File: config.mk
export PLATFORM = sky130hd
export DESIGN_NAME = muldiv_sequencer_flat
export DESIGN_NICKNAME = d
export VERILOG_FILES = /design/src/rtl/muldiv_sequencer_if.sv /design/src/rtl/muldiv_sequencer.sv /design/src/flat_wrapper.sv
export SDC_FILE = /design/constraint.sdc
export NUM_CORES = 1
export LEC_CHECK = 0
export CORE_MARGIN = 5
export CORE_UTILIZATION = 39
export DETAILED_ROUTE_END_ITERATION = 12
export GPL_TIMING_DRIVEN = 0
export PLACE_DENSITY = 0.81
export SLEW_MARGIN = 20
export SYNTH_ARGS = -nofsm -noshare
export SYNTH_HDL_FRONTEND = slang
export SYNTH_SLANG_ARGS = --single-unit
File: constraint.sdc
create_clock -name clk -period 2.8 [get_ports clk]
set_input_delay 0.7 -clock clk [delete_from_list [all_inputs] [get_ports clk]]
set_output_delay 0.7 -clock clk [all_outputs]
set_load 0.02 [all_outputs]
File: src/rtl/muldiv_sequencer_if.sv
// muldiv_sequencer_if: pipeline-side request/result bundle for muldiv_sequencer
interface muldiv_sequencer_if;
  logic        start;
  logic [5:0]  op;
  logic [31:0] rs_val;
  logic [31:0] rt_val;
  logic        busy;
  logic        done;
  logic        dz;
  logic [31:0] rd_data;
  logic [31:0] hi;
  logic [31:0] lo;
  modport master (output start, op, rs_val, rt_val, input busy, done, dz, rd_data, hi, lo);
  modport slave  (input start, op, rs_val, rt_val, output busy, done, dz, rd_data, hi, lo);
endinterface

File: src/rtl/muldiv_sequencer.sv
// muldiv_sequencer: drives an iterative DIVU divider and holds HI/LO; DIV_ZERO_CHECK_EN short-circuits zero divisors
module muldiv_sequencer #(
  parameter int DIV_CYCLES = 32
) (
  input  logic              clk,
  input  logic              reset_n,
  muldiv_sequencer_if.slave bus,
  output logic [5:0]        div_signal,
  output logic [31:0]       div_a,
  output logic [31:0]       div_b,
  output logic              div_reset,
  input  logic [63:0]       div_out
);
  localparam logic [5:0] OP_DIVU = 6'd27;
  localparam logic [5:0] OP_MFHI = 6'd16;
  localparam logic [5:0] OP_MFLO = 6'd18;
  localparam int CW = $clog2(DIV_CYCLES + 1);
  localparam logic [CW-1:0] LAST = CW'(DIV_CYCLES - 1);
  typedef enum logic [2:0] {IDLE, RUN, OUT, CAPT, FIN} state_t;
  state_t        state_q, state_d;
  logic [CW-1:0] cnt_q, cnt_d;
  logic [31:0]   hi_q, hi_d, lo_q, lo_d, a_q, a_d, b_q, b_d;
  logic          accept;
  always_ff @(posedge clk or negedge reset_n) begin
    if (!reset_n) begin
      state_q <= IDLE;
      cnt_q   <= '0;
      hi_q    <= '0;
      lo_q    <= '0;
      a_q     <= '0;
      b_q     <= '0;
    end else begin
      state_q <= state_d;
      cnt_q   <= cnt_d;
      hi_q    <= hi_d;
      lo_q    <= lo_d;
      a_q     <= a_d;
      b_q     <= b_d;
    end
  end
  always_comb begin
    state_d = state_q;
    cnt_d   = cnt_q;
    hi_d    = hi_q;
    lo_d    = lo_q;
    a_d     = a_q;
    b_d     = b_q;
    accept  = (state_q == IDLE || state_q == FIN) && bus.start && bus.op == OP_DIVU;
    case (state_q)
      RUN: begin
        cnt_d   = cnt_q + 1'b1;
        state_d = cnt_q == LAST ? OUT : RUN;
      end
      OUT:  state_d = CAPT;
      CAPT: begin
        state_d = FIN;
        hi_d    = div_out[31:0];
        lo_d    = div_out[63:32];
      end
      default: state_d = IDLE;
    endcase
    // FIN doubles as an accept slot so back-to-back divides lose no cycle
    if (accept) begin
      state_d = RUN;
      cnt_d   = '0;
      a_d     = bus.rs_val;
      b_d     = bus.rt_val;
`ifdef DIV_ZERO_CHECK_EN
      if (bus.rt_val == '0) begin
        state_d = FIN;
        hi_d    = bus.rs_val;
        lo_d    = '1;
      end
`endif
    end
  end
  assign bus.busy    = state_q inside {RUN, OUT, CAPT};
  assign bus.done    = state_q == FIN;
  assign bus.hi      = hi_q;
  assign bus.lo      = lo_q;
  assign bus.rd_data = bus.op == OP_MFHI ? hi_q : bus.op == OP_MFLO ? lo_q : '0;
  assign div_signal  = state_q == RUN ? 6'd27 : state_q == OUT ? 6'd63 : 6'd0;
  assign div_a       = a_q;
  assign div_b       = b_q;
  assign div_reset   = ~reset_n;
`ifdef DIV_ZERO_CHECK_EN
  // only the short-circuit path can reach FIN with a zero divisor latched
  assign bus.dz      = state_q == FIN && b_q == '0;
`else
  assign bus.dz      = 1'b0;
`endif
endmodule

File: src/flat_wrapper.sv
// flat-port wrapper written by rule: the top's interface ports become plain ports
module muldiv_sequencer_flat 
#(
  parameter int DIV_CYCLES = 32
)
  (clk, reset_n, div_signal, div_a, div_b, div_reset, div_out, bus_start, bus_op, bus_rs_val, bus_rt_val, bus_busy, bus_done, bus_dz, bus_rd_data, bus_hi, bus_lo);
  muldiv_sequencer_if bus_i ();
  input  logic clk;
  input  logic reset_n;
  output logic [5:0] div_signal;
  output logic [31:0] div_a;
  output logic [31:0] div_b;
  output logic div_reset;
  input  logic [63:0] div_out;
  input wire logic [$bits(bus_i.start)-1:0] bus_start;
  input wire logic [$bits(bus_i.op)-1:0] bus_op;
  input wire logic [$bits(bus_i.rs_val)-1:0] bus_rs_val;
  input wire logic [$bits(bus_i.rt_val)-1:0] bus_rt_val;
  output wire logic [$bits(bus_i.busy)-1:0] bus_busy;
  output wire logic [$bits(bus_i.done)-1:0] bus_done;
  output wire logic [$bits(bus_i.dz)-1:0] bus_dz;
  output wire logic [$bits(bus_i.rd_data)-1:0] bus_rd_data;
  output wire logic [$bits(bus_i.hi)-1:0] bus_hi;
  output wire logic [$bits(bus_i.lo)-1:0] bus_lo;
  assign bus_i.start = bus_start;
  assign bus_i.op = bus_op;
  assign bus_i.rs_val = bus_rs_val;
  assign bus_i.rt_val = bus_rt_val;
  assign bus_busy = bus_i.busy;
  assign bus_done = bus_i.done;
  assign bus_dz = bus_i.dz;
  assign bus_rd_data = bus_i.rd_data;
  assign bus_hi = bus_i.hi;
  assign bus_lo = bus_i.lo;
  muldiv_sequencer #(.DIV_CYCLES(DIV_CYCLES)) u_core (.clk(clk), .reset_n(reset_n), .bus(bus_i), .div_signal(div_signal), .div_a(div_a), .div_b(div_b), .div_reset(div_reset), .div_out(div_out));
endmodule
# ---- Yosys cells after proc, flatten, opt, wreduce, memory -nomap -nowiden
# Index checks and enable logic that the tools add are counted.
dict set report totals {
  inputBits 137
  regBits 137
  elab_cells 31
  output_inout_bits 170
}
dict set report classes {
  add_sub_neg 1
  reduce_logical 6
  n_eq_ne 8
  mux 9
  bitwise_logic 1
}
# op count
set op_table {}
lappend op_table {{$mux W32} 2}
lappend op_table {{$eq A6 B5 Y1 const B} 4}
lappend op_table {{$mux W6} 4}
lappend op_table {{$pmux W3 S3} 1}
lappend op_table {{$add A6 B1 Y6 const B} 1}
lappend op_table {{$eq A3 B2 Y1 const B} 2}
lappend op_table {{$eq A3 B1 Y1 const B} 1}
lappend op_table {{$eq A3 B3 Y1 const B} 1}
lappend op_table {{$logic_not A3 Y1} 1}
lappend op_table {{$mux W3} 1}
lappend op_table {{$reduce_bool A3 Y1} 1}
lappend op_table {{$logic_and A1 B1 Y1} 2}
lappend op_table {{$mux W2} 1}
lappend op_table {{$reduce_bool A2 Y1} 1}
lappend op_table {{$logic_or A1 B1 Y1} 1}
lappend op_table {{$not A1 Y1} 1}

# ---- Logic depth before layout (Yosys ltp)
# Gate-level depths: netlist of run 1.
dict set report logic_depth {
  ltp_word 5
  depth_mapped 4
}

# ---- Worst setup path after synthesis of run 1
# Ideal clock, no wire load.
dict set report synth_timing {
  path_type {input to output}
  start {input bus_op[2]}
  end {output bus_rd_data[10]}
  path_stages 4
  t_required_ns 2.100
  path_slack_ns 0.026
  arrival_ns 2.074
  cell_sequence {or3b_4 nor4b_2 clkbuf_1 a22o_1}
}
dict set report synth_between {
  elab_chain_cells 3
}
# item line
set synth_lines {}
lappend synth_lines {{from (decl)} flat_wrapper.sv:16} ;# input wire logic [$bits(bus_i.op)-1:0] bus_op;
lappend synth_lines {{$eq A6 B5 Y1} muldiv_sequencer.sv:81} ;# assign bus.rd_data = bus.op == OP_MFHI ? hi_q : bus.op == OP_MFLO ? lo_q : '0;
lappend synth_lines {{$mux W32} muldiv_sequencer.sv:81}
lappend synth_lines {{$mux W32 *} muldiv_sequencer.sv:81}
lappend synth_lines {{to (decl)} flat_wrapper.sv:22} ;# output wire logic [$bits(bus_i.rd_data)-1:0] bus_rd_data;
# Every way passes the cells marked *; elsewhere a longest branch is shown, timed or not.

# ---- Worst setup path after layout of run 1
dict set report layout_timing {
  start {input bus_op[5]}
  end {output bus_rd_data[9]}
}
# Same word-level chain as after synthesis.

==> results by group, run 1 <==
Run status
  • Status: complete, but fails checks
  • Failing checks: negative setup slack

Layout
  • Filler cell count: between 900 and 1000
  • Layout cells sized above 1: about 31%
  • Nets: approximately 830
  • Post-layout util: approximately 69%
  • Area Growth Syn to Fin: 71.8%

Clock tree
  • Clock transition at path regs: approximately 0.05 ns
  • Worst-skew pair later-pin latency: approximately 0.42 ns
  • Root buf cell: clkbuf_16
  • # clock sinks: about 140
  • Clk buf depth: 2
  • CTS buffer count: 17
  • CTS tree: done
  • CTS Hold Buffers Added: 0
  • CTS H-Tree Depth: 4

Synthesis
  • Post-synth EDFFs: 0
  • Cell taking the most area after synthesis: dfrtp_1
  • Top-area cell type share of the netlist area: 61.1%
  • Cell area after synthesis: ~5600 sq um
  • Post-synthesis simple-gate area fraction: ~3.0%
  • Adder-cell share of the synthesized area: less than 1%
  • Synth Flop Type: dfrtp_1
  • FFs w/ async S/R, synth: 100%
  • Netlist cell types: 32
  • Mapped Nets: around 500
  • Post-Synth XOR/XNOR Area: less than 1%
  • Syn Inst Count: between 300 and 400
  • Synth Register Bits: approximately 140
  • Main combinational cell family by area after synthesis: multiplexers
  • Yosys warning count: 0
  • Mux contribution to synthesized area: about 26%
  • Post-synthesis compound-gate area fraction: just over 6%
  • Average cell area after synthesis: 15.4 sq um
  • Synth top area cells: dfrtp_1 (61%), mux2_2 (24%), a22o_1 (5.0%), mux2_1 (1.6%), buf_6 (1.4%)
  • Post-synthesis sequential area ratio: roughly three fifths

Global route
  • Grt total ovfl: 0
  • Tot GR Track Use: 22.0%
  • First-pass GRT wire length: around 28 mm
  • Initial antenna violation count: 2
  • Vias in the first global route: 4922
  • Largest net degree at the start of global routing: 82

Drt
  • DR vias/cell: around 5
  • Drt wl/cell: a little over 20 um
  • DRT antenna net count: 0
  • Routed WL: 18.5 mm
  • DR DRC count: 0
  • Drt first-iter violations: roughly 180
  • DR pass1 iterations: 4
  • Via count: 4452

Floorplanning
  • Std cell rows: 43
  • Die W: 130 um
  • Initial Utilization: 40.1%
  • Die footprint: 16900 sq um
  • Die Y: between 100 and 150 um
  • Ports: around 310
  • Core Region: between 10000 and 15000 sq um

Pwr
  • VDD IR max: approximately 0.64 mV
  • Leak Pwr: around 0.0043 uW
  • Power consumption: about 8400 uW
  • Power density cells: ~870 nW/um^2

Critical path
  • Startpoint Class: input pin
  • Critical path launch point: bus_op[5]
  • Crit path required time: roughly 2.1 ns
  • R2R Path Start: u_core.state_q[1]
  • Worst Path Max Fanout: 10
  • Crit Path Class: input pin to output port
  • WP data arrival: approximately 2.2 ns
  • Critical Path End Type: output port

Place
  • Final Wtd Congestion: 0.824
  • Buffers added on ports: roughly 310
  • Hpwl dp: 14.0 mm
  • Worst slack, placed: -1.37 ns

Timing
  • RSZ-0062 raised after global routing: yes
  • Slew margin rel.: between 50% and 60%
  • Min Tclk post-route: between 2 and 3 ns
  • Clock skew: between 0.008 and 0.009 ns
  • Setup Viol. Count Final: 30
  • Final hold vios: 0
  • Final worst slack: -0.0863 ns
  • Max Transition Viols Final: 0
  • F_max: around 350 MHz
  • Slew @ Worst Pin: ~0.74 ns
  • Final period util: 103%
  • Setup_tns: -1.93 ns

Flow run
  • Maxcap violations: 0

Min path
  • Min-Delay Path Class: input pin to async pin
==> layout by cell type, fill, tap and decap left out, drive strengths merged, types with 2 or more instances in the layout <==
cell,Yosys,final
a21oi,4,4
a22o,32,32
buf,21,60
clkbuf,5,38
clkdlybuf4s15,0,3
clkdlybuf4s50,0,260
clkinv,0,2
dfrtp,137,137
diode,0,2
dlygate4sd2,0,5
inv,4,4
mux2,128,128
nand2,2,2
nand3,3,3
nor2,4,4
nor4,2,2
o21ai,3,3
or3,3,3
or3b,3,3
or4,2,2
==> metal layers <==
metal  vias to the layer above  routed length [um]  track usage [%]
met5                         -                   0                0
met3                        39                1320             7.41
met4                         0                 550             9.72
met2                       171               10100             38.6
li1                       1991                   -                -
met1                      2251                6530             24.3
==> registers in the layout, summed over array words and instances, names as in the netlist <==
signal          flops
u_core.bus.hi      32
u_core.bus.lo      32
u_core.div_a       32
u_core.div_b       32
u_core.cnt_q        6
u_core.state_q      3
==> kinds of logic after synthesis <==
family                   count (synthesis)
buffers and inverters                   30
XOR/XNOR                                 1
other                                    1
AND/OR/NAND/NOR                         24
multiplexers                           129
flip-flops                             137
adder cells (fa/ha/maj)                  1
AO/OA/AOI/OAI                           42
==> metrics by stage <==
stage                     hold slack, ns  area, sq um  std cells
after floorplan                    0.404         5610        365
after global placement             0.469         8880        850
after detailed placement           0.474         8920        851
after CTS                          0.215         9630        889
after global routing               0.225         9630        890
final                              0.211         9630        890
==> worst max-delay path: stages <==
cell and delay [ns]:
buf_6 0.09, or3b_4 0.44, nor4_4 0.27, buf_4 0.19
buf_4 0.20, a22o_1 0.17, buf_6 0.12
==> path summary, 6_finish.rpt <==
| check | slack, ns | end | cells after the start |
|---|---|---|---|
| setup / recovery | -0.09 | bus_rd_data[9] | 7 |
| hold / removal | 0.21 | u_core.bus.hi[9] | 1 |
| setup reg to reg | 0.93 | u_core.div_b[17] | 3 |
| hold reg to reg | 0.48 | u_core.div_b[0] | 1 |
| max in group asynchronous | 1.83 | u_core.div_a[10] | 2 |
| min in group clk | 0.48 | u_core.div_b[0] | 1 |
==> synth_stat cells (all sizes together) (2+ instances only) <==
cell type  count
a22o          32
nand2          2
nor4           2
mux2         128
nand3          3
dfrtp        137
or4            2
o21ai          3
or3b           3
inv            4
clkbuf         5
buf           21
or3            3
a21oi          4
nor2           4
==> final cells by class <==
type	count	area, sq um	area share, %
inverters	4	15.0	0.156
repair buffers	312	3180	33.0
multi-input cells	198	2010	20.9
well taps	180	225	2.34
clock inverters	2	10.0	0.104
plain buffers	25	246	2.56
diodes	2	5.00	0.0519
clock buffers	30	514	5.34
flip-flops and latches	137	3430	35.6
==> where the power goes <==
part | total (uW) | internal [uW] | leakage (uW) | switching (uW)
clock | 1990 | 1220 | 0.000257 | 770
sequential | 3160 | 2620 | 0.00174 | 541
combinational | 3250 | 1730 | 0.00228 | 1520
total | 8400 | 5570 | 0.00427 | 2830
==> timing repair <==
action	4_1_cts	5_1_grt
cloned	3	0
resized for setup	235	4
endpoints found under the setup margin	38	36
buffers inserted	3	0
pin swaps	33	1
No activity file was read; power rests on OpenSTA's default activity.
==> run 2, diff against run 1 <==
--- a/config.mk
+++ b/config.mk
@@ -10,6 +10,8 @@
 export DETAILED_ROUTE_END_ITERATION = 12
 export GPL_TIMING_DRIVEN = 0
 export PLACE_DENSITY = 0.81
+export RECOVER_POWER = 25
+export SKIP_LAST_GASP = 1
 export SLEW_MARGIN = 20
 export SYNTH_ARGS = -nofsm -noshare
 export SYNTH_HDL_FRONTEND = slang
==> results by group, run 2 (synthesis results as in run 1) <==
Run status
  • Status: complete, but fails checks
  • Failing checks: negative setup slack

Layout
  • Post-layout util: 68.7% (-0.17 points)
  • Layout cells sized above 1: 31.2% (unchanged)
  • Filler cell count: 963 (+0.42%)
  • Area Growth Syn to Fin: 71.4%
  • Most frequent cells in the layout: clkdlybuf4s50_1 (260), dfrtp_1 (135), mux2_2 (120)
  • Nets: 833 (unchanged)
  • Commonest non-fill, non-tap cell in the layout: clkdlybuf4s50_1

Critical path
  • FF-to-FF path depth: 3 (unchanged)
  • Critical Path End Type: output port
  • WP data arrival: 2.18 ns (about the same)
  • Worst Path Max Fanout: 10 (unchanged)
  • Startpoint Class: input pin
  • Crit Path Class: input pin to output port
  • Crit path required time: 2.10 ns (about the same)

Clock tree
  • Worst-skew pair later-pin latency: 0.42 ns (about the same)
  • CTS buffer count: 17 (unchanged)
  • CTS H-Tree Depth: 4 (unchanged)
  • Root buf cell: clkbuf_16
  • CTS tree: done
  • # clock sinks: 137 (unchanged)
  • Clk buf depth: 2 (unchanged)
  • Clock transition at path regs: 0.06 ns (about the same)

Floorplanning
  • Die W: 130 um (unchanged)
  • Initial Utilization: 40.1% (unchanged)
  • Die Y: 130 um (unchanged)
  • Die footprint: 16900 sq um (unchanged)
  • Core Region: 14000 sq um (unchanged)
  • Std cell rows: 43 (unchanged)
  • Ports: 307 (unchanged)

Place
  • Hpwl dp: 14.0 mm (unchanged)
  • Buffers added on ports: 305 (unchanged)
  • Final Wtd Congestion: 0.824 (unchanged)
  • Worst slack, placed: -1.37 ns (unchanged)

Pwr
  • Switch Pwr: 2830 uW (about the same)
  • Clock network fraction of total power: 23.8% (about the same)
  • Comb pwr share: 38.6% (about the same)
  • Seq pwr share: 37.6% (about the same)
  • Power consumption: 8390 uW (about the same)
  • Leak Pwr: 0.00426 uW (-0.21%)
  • VDD IR max: 0.642 mV (about the same)
  • Internal power: 5570 uW (about the same)
  • Power density cells: 874 nW/um^2 (+0.22%)
  • Sw frac: 33.7% (about the same)

Drt
  • Drt wl/cell: 20.7 um (-0.12%)
  • DRT antenna net count: 0 (unchanged)
  • Via count: 4448 (-0.090%)
  • Routed WL: 18.5 mm (-0.12%)
  • DR pass1 iterations: 4 (unchanged)
  • DR vias/cell: 5.00 (about the same)
  • Drt first-iter violations: 190 (+6.1%)
  • DR DRC count: 0 (unchanged)

Timing
  • Worst hold slack: 0.200 ns (-0.0107 ns)
  • Slew @ Worst Pin: 1.14 ns (+0.396 ns)
  • Final period util: 103% (-0.37 points)
  • Setup Viol. Count Final: 30 (unchanged)
  • F_max: 348 MHz (+0.36%)
  • Max Transition Viols Final: 0 (unchanged)
  • RSZ-0062 raised after global routing: yes
  • Slew margin rel.: 24.2% (-26 points)
  • Min Tclk post-route: 2.88 ns (-0.0103 ns)
  • Setup_tns: -1.66 ns (+0.267 ns)
  • Final worst slack: -0.0760 ns (+0.0103 ns)
  • Clock skew: 0.00842 ns (-0.000524 ns)
  • Final hold vios: 0 (unchanged)

Global route
  • First-pass GRT wire length: 27.8 mm (unchanged)
  • Grt total ovfl: 0 (unchanged)
  • Largest net degree at the start of global routing: 82 (unchanged)
  • Vias in the first global route: 4922 (unchanged)
  • Initial antenna violation count: 2 (unchanged)
  • Tot GR Track Use: 22.0% (unchanged)

Min path
  • Min-Delay Path Class: input pin to async pin

Flow run
  • Maxcap violations: 0 (unchanged)
run 2: layer usage:
metal | vias up | GRT usage, % | routed length [um]
met5 | - | 0 | 0
met2 | 171 | 38.6 | 10000
met4 | 0 | 9.72 | 586
met3 | 43 | 7.41 | 1310
met1 | 2242 | 24.3 | 6530
li1 | 1992 | - | -
run 2: cell type report:
| class | instances | area, sq um | area share, % |
|---|---|---|---|
| inverter | 4 | 15.0 | 0.156 |
| antenna | 2 | 5.00 | 0.0521 |
| buffer | 25 | 246 | 2.56 |
| tap | 180 | 225 | 2.34 |
| clock inverter | 2 | 10.0 | 0.104 |
| timing repair buffer | 312 | 3150 | 32.8 |
| sequential | 137 | 3430 | 35.7 |
| clock buffer | 30 | 514 | 5.35 |
| multi-input combinational | 198 | 2010 | 20.9 |
run 2: repair_timing:
action,CTS,global route
gates cloned,3,0
pin swaps,33,1
gates resized for setup,235,3
endpoints found under the setup margin,38,36
hold buffers,0,0
buffers inserted,3,0
run 2: worst paths after layout:
kind,slack (ns),from,end
worst max-delay path,-0.08,bus_op[5],bus_rd_data[9]
worst min-delay path,0.20,reset_n,u_core.bus.hi[9]
worst max register to register,0.94,u_core.state_q[1],u_core.div_b[17]
worst min register to register,0.48,u_core.div_b[0],u_core.div_b[0]
max in group asynchronous,1.02,reset_n,u_core.state_q[1]
min in group clk,0.48,u_core.div_b[0],u_core.div_b[0]
run 2: per-stage QoR:
| stage | instance area (sq um) | instances |
|---|---|---|
| after global placement | 8880 | 850 |
| after floorplan | 5610 | 365 |
| after detailed placement | 8920 | 851 |
| after global routing | 9610 | 890 |
| after CTS | 9630 | 889 |
| final | 9610 | 890 |
run 2: critical path, stage by stage:
cell and delay (ns):
buf_6 0.09, or3b_4 0.43, nor4_4 0.27, buf_4 0.19, buf_4 0.19, a22o_1 0.18
buf_6 0.12
run 2: power by group through the flow:
stage               combinational (uW)  sequential, uW  clock [uW]
finish                            3240            3160        1990
global route                      3420            3240        2130
CTS                               3290            3150        2040
detailed placement                3280            3170           0
global placement                  3210            3110           0
floorplan                          805            3760           0
